`src/rtl/frame_buffer_axi4_wr_slave.sv`:
```
// AXI4 write-only slave that lands INCR bursts of packed pixel words in a frame SRAM
// and pulses frame_done_o once a full frame of words has been written.
module frame_buffer_axi4_wr_slave #(
    parameter int unsigned         DATA_W            = 32,
    parameter int unsigned         ADDR_W            = 32,
    parameter int unsigned         MST_ID_W          = 5,
    parameter int unsigned         TRANS_DATA_LEN_W  = 8,
    parameter int unsigned         TRANS_DATA_SIZE_W = 3,
    parameter int unsigned         TRANS_RESP_W      = 2,
    parameter logic [ADDR_W-1:0]   BASE_ADDR         = ADDR_W'(32'h2000_0000),
    parameter int unsigned         MEM_ADDR_W        = 16,
    parameter int unsigned         FRAME_WORDS       = 19200
) (
    input  logic                         clk,
    input  logic                         rst_n,
    input  logic [MST_ID_W-1:0]          s_awid_i,
    input  logic [ADDR_W-1:0]            s_awaddr_i,
    input  logic [TRANS_DATA_LEN_W-1:0]  s_awlen_i,
    input  logic [TRANS_DATA_SIZE_W-1:0] s_awsize_i,
    input  logic                         s_awvalid_i,
    output logic                         s_awready_o,
    input  logic [DATA_W-1:0]            s_wdata_i,
    input  logic                         s_wvalid_i,
    output logic                         s_wready_o,
    output logic [MST_ID_W-1:0]          s_bid_o,
    output logic [TRANS_RESP_W-1:0]      s_bresp_o,
    output logic                         s_bvalid_o,
    input  logic                         s_bready_i,
    output logic                         mem_wr_en_o,
    output logic [MEM_ADDR_W-1:0]        mem_wr_addr_o,
    output logic [DATA_W-1:0]            mem_wr_data_o,
    output logic                         frame_done_o
);

    localparam int unsigned SIZE_LOG2 = $clog2(DATA_W / 8);
    localparam int unsigned FCNT_W    = MEM_ADDR_W + 1;
    localparam logic [FCNT_W-1:0]       FRAME_LAST  = FCNT_W'(FRAME_WORDS - 1);
    localparam logic [ADDR_W-1:0]       ALIGN_MASK  = ADDR_W'((1 << SIZE_LOG2) - 1);
    localparam logic [TRANS_RESP_W-1:0] RESP_OKAY   = '0;
    localparam logic [TRANS_RESP_W-1:0] RESP_SLVERR = TRANS_RESP_W'(2);

    typedef enum logic [1:0] {
        IDLE = 2'd0,
        DATA = 2'd1,
        RESP = 2'd2
    } state_t;

    state_t                        r_state;
    logic [MST_ID_W-1:0]           r_id;
    logic [TRANS_DATA_LEN_W-1:0]   r_len;
    logic [TRANS_DATA_LEN_W-1:0]   r_cnt;
    logic [ADDR_W-1:0]             r_ptr;
    logic                          r_err;
    logic [FCNT_W-1:0]             r_fcnt;

    logic              w_aw_hs;
    logic              w_w_hs;
    logic              w_b_hs;
    logic [ADDR_W-1:0] w_offset;
    logic [ADDR_W-1:0] w_start_word;
    logic              w_aw_err;
    logic              w_in_range;
    logic              w_wr_ok;
    logic              w_last;

    assign w_aw_hs      = s_awvalid_i & s_awready_o;
    assign w_w_hs       = s_wvalid_i & s_wready_o;
    assign w_b_hs       = s_bvalid_o & s_bready_i;
    assign w_offset     = s_awaddr_i - BASE_ADDR;
    assign w_start_word = w_offset >> SIZE_LOG2;
    assign w_aw_err     = (s_awsize_i != TRANS_DATA_SIZE_W'(SIZE_LOG2))
                        | (s_awaddr_i < BASE_ADDR)
                        | ((s_awaddr_i & ALIGN_MASK) != '0);
    // Pointer is wider than the SRAM so running off the end is detectable
    assign w_in_range   = (r_ptr >> MEM_ADDR_W) == '0;
    assign w_wr_ok      = ~r_err & w_in_range;
    assign w_last       = (r_cnt == r_len);

    // Burst FSM with registered AXI and SRAM outputs
    always_ff @(posedge clk or negedge rst_n) begin
        if (!rst_n) begin
            r_state       <= IDLE;
            r_id          <= '0;
            r_len         <= '0;
            r_cnt         <= '0;
            r_ptr         <= '0;
            r_err         <= 1'b0;
            r_fcnt        <= '0;
            s_awready_o   <= 1'b0;
            s_wready_o    <= 1'b0;
            s_bvalid_o    <= 1'b0;
            s_bid_o       <= '0;
            s_bresp_o     <= '0;
            mem_wr_en_o   <= 1'b0;
            mem_wr_addr_o <= '0;
            mem_wr_data_o <= '0;
            frame_done_o  <= 1'b0;
        end else begin
            mem_wr_en_o  <= 1'b0;
            frame_done_o <= 1'b0;
            case (r_state)
                IDLE: begin
                    s_awready_o <= 1'b1;
                    if (w_aw_hs) begin
                        r_id        <= s_awid_i;
                        r_len       <= s_awlen_i;
                        r_cnt       <= '0;
                        r_ptr       <= w_start_word;
                        r_err       <= w_aw_err;
                        s_awready_o <= 1'b0;
                        s_wready_o  <= 1'b1;
                        r_state     <= DATA;
                    end
                end
                DATA: begin
                    if (w_w_hs) begin
                        if (w_wr_ok) begin
                            mem_wr_en_o   <= 1'b1;
                            mem_wr_addr_o <= r_ptr[MEM_ADDR_W-1:0];
                            mem_wr_data_o <= s_wdata_i;
                            // Frame boundary is marked on the write that completes it
                            if (r_fcnt == FRAME_LAST) begin
                                r_fcnt       <= '0;
                                frame_done_o <= 1'b1;
                            end else begin
                                r_fcnt <= r_fcnt + FCNT_W'(1);
                            end
                        end else begin
                            r_err <= 1'b1;
                        end
                        r_ptr <= r_ptr + ADDR_W'(1);
                        r_cnt <= r_cnt + TRANS_DATA_LEN_W'(1);
                        if (w_last) begin
                            s_wready_o <= 1'b0;
                            s_bvalid_o <= 1'b1;
                            s_bid_o    <= r_id;
                            s_bresp_o  <= w_wr_ok ? RESP_OKAY : RESP_SLVERR;
                            r_state    <= RESP;
                        end
                    end
                end
                RESP: begin
                    if (w_b_hs) begin
                        s_bvalid_o  <= 1'b0;
                        s_bid_o     <= '0;
                        s_bresp_o   <= '0;
                        s_awready_o <= 1'b1;
                        r_state     <= IDLE;
                    end
                end
                default: r_state <= IDLE;
            endcase
        end
    end

endmodule
```
`config.mk`:
```
export PLATFORM = sky130hd
export DESIGN_NAME = frame_buffer_axi4_wr_slave
export DESIGN_NICKNAME = d
export VERILOG_FILES = /design/src/rtl/frame_buffer_axi4_wr_slave.sv
export SDC_FILE = /design/constraint.sdc
export NUM_CORES = 1
export LEC_CHECK = 0
export BUFFER_PORTS_ARGS = -buffer_cell sky130_fd_sc_hd__buf_4
export CAP_MARGIN = 20
export CORE_MARGIN = 2
export CORE_UTILIZATION = 45
export CTS_BUF_LIST = sky130_fd_sc_hd__clkbuf_4 sky130_fd_sc_hd__clkbuf_8
export DETAILED_ROUTE_END_ITERATION = 12
export MAX_ROUTING_LAYER = met4
export PLACE_DENSITY = 0.68
export SETUP_SLACK_MARGIN = 0.4
export SLEW_MARGIN = 10
export SYNTH_ARGS = -nofsm -noshare
export SYNTH_HDL_FRONTEND = slang
export SYNTH_SLANG_ARGS = --single-unit
```
`constraint.sdc`:
```
create_clock -name clk -period 4.6 [get_ports clk]
set_input_delay 1.38 -clock clk [delete_from_list [all_inputs] [get_ports clk]]
set_output_delay 1.38 -clock clk [all_outputs]
set_load 0.03 [all_outputs]
```
Yosys cells after proc, flatten, opt, wreduce, memory -nomap -nowiden
Index checks and enable logic that the tools add are counted.
Widths: inputs -> output; s select.
Storage, ports and cells
  bits in writable memories: 0
  output and inout bits: 60
  memory bits (read-only): 0
  memories kept: 0
  register bits after elaboration: 133
  word-level logic and storage cells: 94
  bits in latches: 0
Cells by class
  reduce and logical (&&, ||, !) cells: 14
  equal/unequal tests: 10
  mux-type cells: 42
  div/mod/pow operators: 0
  $add $sub $neg: 4
  multiply operators: 0
  shift-type cells: 0
  bitwise gates (word level): 7
  order comparisons: 1
Operator list (count)
  $mux 32: 2
  $pmux 32 s2: 1
  $add 32x1->32 const B: 1
  $logic_not 32->1: 1
  $lt 32x30->1 const B: 1
  $reduce_bool 32->1: 1
  $sub 32x30->32 const B: 1
  $mux 1: 18
  $add 17x1->17 const B: 1
  $eq 17x15->1 const B: 1
  $mux 17: 1
  $mux 8: 2
  $pmux 8 s2: 1
  $reduce_and 4->1: 4
  $mux 5: 3
  $mux 2: 7
  $ne 2x2->1 const B: 5
  $pmux 5 s2: 1
  $add 8x1->8 const B: 1
  $eq 8x8->1: 1
  $pmux 1 s2: 4
  $pmux 2 s3: 1
  $reduce_and 3->1: 2
  $reduce_bool 2->1: 3
  9 further kinds: 14

Longest topological paths before layout
  depth in word-level cells: 6
  mapped depth: 7
  depth with buffers taken out: 6

Least setup slack after synthesis
Ideal clock, no wire load.
  kind: input to register
  from: in s_wvalid_i
  to: reg r_fcnt[11]
  path buffers: 1
  cell stages on the path: 5
  data required time: 4.534 ns
  data arrival time: 2.637 ns
  setup slack: 1.897 ns
  path through: nand4b_2 > or3_1 > buf_2 > or4_1 > nand2_1
On the way
  longest elaborated chain between the ends: 2
Ends and longest elaborated chain
  start, declared: RTL line 23  | input logic s_wvalid_i,
  $and 1x1->1: RTL line 67  | assign w_w_hs = s_wvalid_i & s_wready_o;
  $reduce_and 3->1 (no line)
  end signal, assigned: RTL line 126  | r_fcnt <= r_fcnt + FCNT_W'(1);
  end, declared: RTL line 54  | logic [FCNT_W-1:0] r_fcnt;
No other way between the ends.
A chain may end at the register's enable or synchronous reset.

Worst setup path after layout
  from: in s_wvalid_i
  to: reg r_fcnt[10]
The elaborated chain is that of the path after synthesis.

==> results.toml <==
[outcome]
status = "finished clean"

[floorplanning]
io_pins = 145
die_x_um = 123
die_area_mm2 = 0.0151
fp.dieH_um = 123
start_util_pct = 45.8
num_rows = 43
core_mm2 = 0.0138

[layout]
fin_cells = 1053
multi_input_area_mm2 = 0.00288
area_growth_pct = 27.7
fin_util_pct = 58.5
regArea_mm2 = 0.00330
final_common_cell = "nand2_1"
final_cell_area_mm2 = 0.00810
diodes = 0
layout-drive-gt1-share_pct = 22.7
final_cell_mix = "nand2_1, buf_4, dfrtp_1, a21oi_1, nor2_1"
n_fill_cell = 1222
num-nets-final = 949

[detailed_routing]
postRouteWirelength_mm = 16.4
via_per_inst = 5.51
drcViolationCount = 0
drt_pass1_iterations = 5
via_count = 5803
ant_nets = 0
first_iter_violations = 481
wl_per_cell_um = 15.6

[clocking]
clkLatencyLatePin_ns = 0.46
hold_buffers = 0
ctsResizeCount = 0
root_buffer = "clkbuf_8"
cts_buffer_depth = 2
cts.sinks = 132
cts_setup_buffers = 0
htree_levels = 4
path_clk_slew_ns = 0.07
cts_buffers = 17
cts_tree = "yes"

[worst_setup_path]
worstSetupEndpointType = "register"
cp_top_family = "simple AND/OR/NAND/NOR gates"
regToRegSetupSlack_ns = 2.02
arrival_ns = 3.26
cp-start-kind = "input port"
critical_path_class = "input port to register"
critPathBufInv = 1
cp_cell_sequence = "buf_4 -> nand4b_2 -> or3_2 -> nor3_1 -> xor2_1"
slowest_stage = "or3_2"
cp_slowest_stage_delay_ns = 0.94
worstPathRequired_ns = 4.97
critPathMaxFanout = 53

[power]
switching_share_pct = 35.4
clkPwrFrac_pct = 30.0
leakage_nw = 3.99
power.internal_mw = 2.56
p_per_area_mw_per_mm2 = 489
comb_power_share_pct = 27.8
power_frac_seq_pct = 42.2
peakVddDrop_v = 0.000250
p_sw_mw = 1.40

[timing]
worst_pin_slew_ns = 1.08
finalCritPeriodShare_pct = 62.8
maxSlewViolCount = 0
fin_tns_setup_ns = 0
rsz0062_at_grt = "false"
slew_headroom_pct = 27.4
clock_skew_ns = 0.0138
hold_viol_final = 0
fmax_mhz = 346
min_period_ns = 2.89
worst_hold_slack_ns = 0.472
setup_viol = 0

[synthesis]
syn_avg_cell_area_um2 = 8.75
synth-seq-cells = 132
synthCells = 724
synthArstFlopShare_pct = 100
syn_nets = 813
synth_top_area_share_pct = 52.1
yosys_warnings = 0
synthTopCellsByArea = "dfrtp_1, nand2_1, a21oi_1, nand3_1, nor2_1"
synth_edf_count = 0
syn_area_mm2 = 0.00634
ys.flop_type = "dfrtp_1"
yosysUniqueCellTypes = 54
ys_seq_area_share_pct = 52.1
yosys.area.top_type = "dfrtp_1"

[global_routing]
grt_pass1_vias = 5363
track_usage_pct = 23.1
grt_pass1_wl_mm = 26.4
antenna_found_initial = 0
gr-total-overflow = 0
grt_max_degree = 75

[placed_design]
placed_cell_area_mm2 = 0.00759
post-dp-hpwl_mm = 11.4
globalplace.congestion = 0.865
numPlacedInstances = 1020
io_buffers = 143

[run]
drv_cap = 0

[worst_hold_path]
hp-class = "register to register"
power by group through the flow:
stage                     clock [mW]  sequential (mW)  combinational (mW)
after floorplan                    0             1.65               0.742
after global placement             0             1.68                1.05
after detailed placement           0             1.68                1.09
after CTS                       1.21             1.66                1.09
after global routing            1.26             1.71                1.23
final                           1.19             1.67                1.10
cell usage after synthesis, drive strengths merged, types with 2 or more instances:
library cell    n
a211oi          2
a21o            3
a21oi          39
a22o            2
a2bb2oi         9
a311oi          3
a31oi           5
a41oi           2
and2            2
and3           13
and4            3
buf             6
clkbuf         31
dfrtp         132
ha              4
inv            10
mux2            2
mux2i           7
nand2         233
nand2b          2
nand3          30
nand3b          4
nand4          18
nor2           36
nor2b           2
nor3           17
nor4           16
o21a            2
o21ai          24
o22a            2
o22ai          13
o31ai           2
or3             7
or4             5
xnor2          11
xor2           13
sequential cells by signal, indices dropped and copies added, names as in the netlist:
signal         count
r_fcnt            17
s_wready_o         1
r_state            2
s_bid_o            5
r_ptr             32
mem_wr_addr_o     16
r_len              8
s_bresp_o          1
r_cnt              8
s_bvalid_o         1
s_awready_o        1
mem_wr_en_o        1
r_err              1
frame_done_o       1
mem_wr_data_o     32
r_id               5
cell type report:
| class | count | share of cell area (%) |
|---|---|---|
| inverters | 10 | 0.464 |
| clock inverters | 13 | 2.83 |
| repair buffers | 154 | 14.3 |
| flip-flops and latches | 132 | 40.8 |
| well taps | 180 | 2.78 |
| multi-input cells | 545 | 35.6 |
| clock buffers | 19 | 3.23 |
per-stage QoR:
stage | total power, mW | setup WS [ns]
floorplan | 2.39 | 1.90
global placement | 2.72 | 1.17
detailed placement | 2.77 | 1.12
CTS | 3.97 | 1.59
global route | 4.20 | 1.57
finish | 3.96 | 1.71
final timing paths:
check	start	to	cells past startpoint
max	s_wvalid_i	r_fcnt[10]	5
min	mem_wr_addr_o[11]	mem_wr_addr_o[11]	2
max reg2reg	r_ptr[28]	r_fcnt[10]	5
min reg2reg	mem_wr_addr_o[11]	mem_wr_addr_o[11]	2
max in group asynchronous	rst_n	mem_wr_addr_o[1]	2
min in group asynchronous	rst_n	mem_wr_addr_o[8]	1
tightest hold or removal path: cells and delay by family, from the launching register on:
family	cells	cell delay [ns]
flip-flops	1	0.35
AND/OR/NAND/NOR	2	0.10
routing by layer:
metal | up-vias | share of wire, % | GRT usage (%)
met1 | 2784 | 44 | 30.9
met2 | 204 | 48 | 34.8
met3 | 35 | 5.5 | 4.37
met5 | - | 0 | -
met4 | 0 | 2.4 | 9.63
li1 | 2780 | - | -
logic make-up after synthesis:
family | after synthesis | share of synthesized area [%]
flops | 132 | 52.1
simple gates | 393 | 28.2
buf+inv | 47 | 2.92
fa+ha+maj | 4 | 0.790
other cells | 1 | 0.0592
xor+xnor | 24 | 3.32
compound gates | 114 | 11.1
mux | 9 | 1.46
Power figures use the tool's default switching activity.
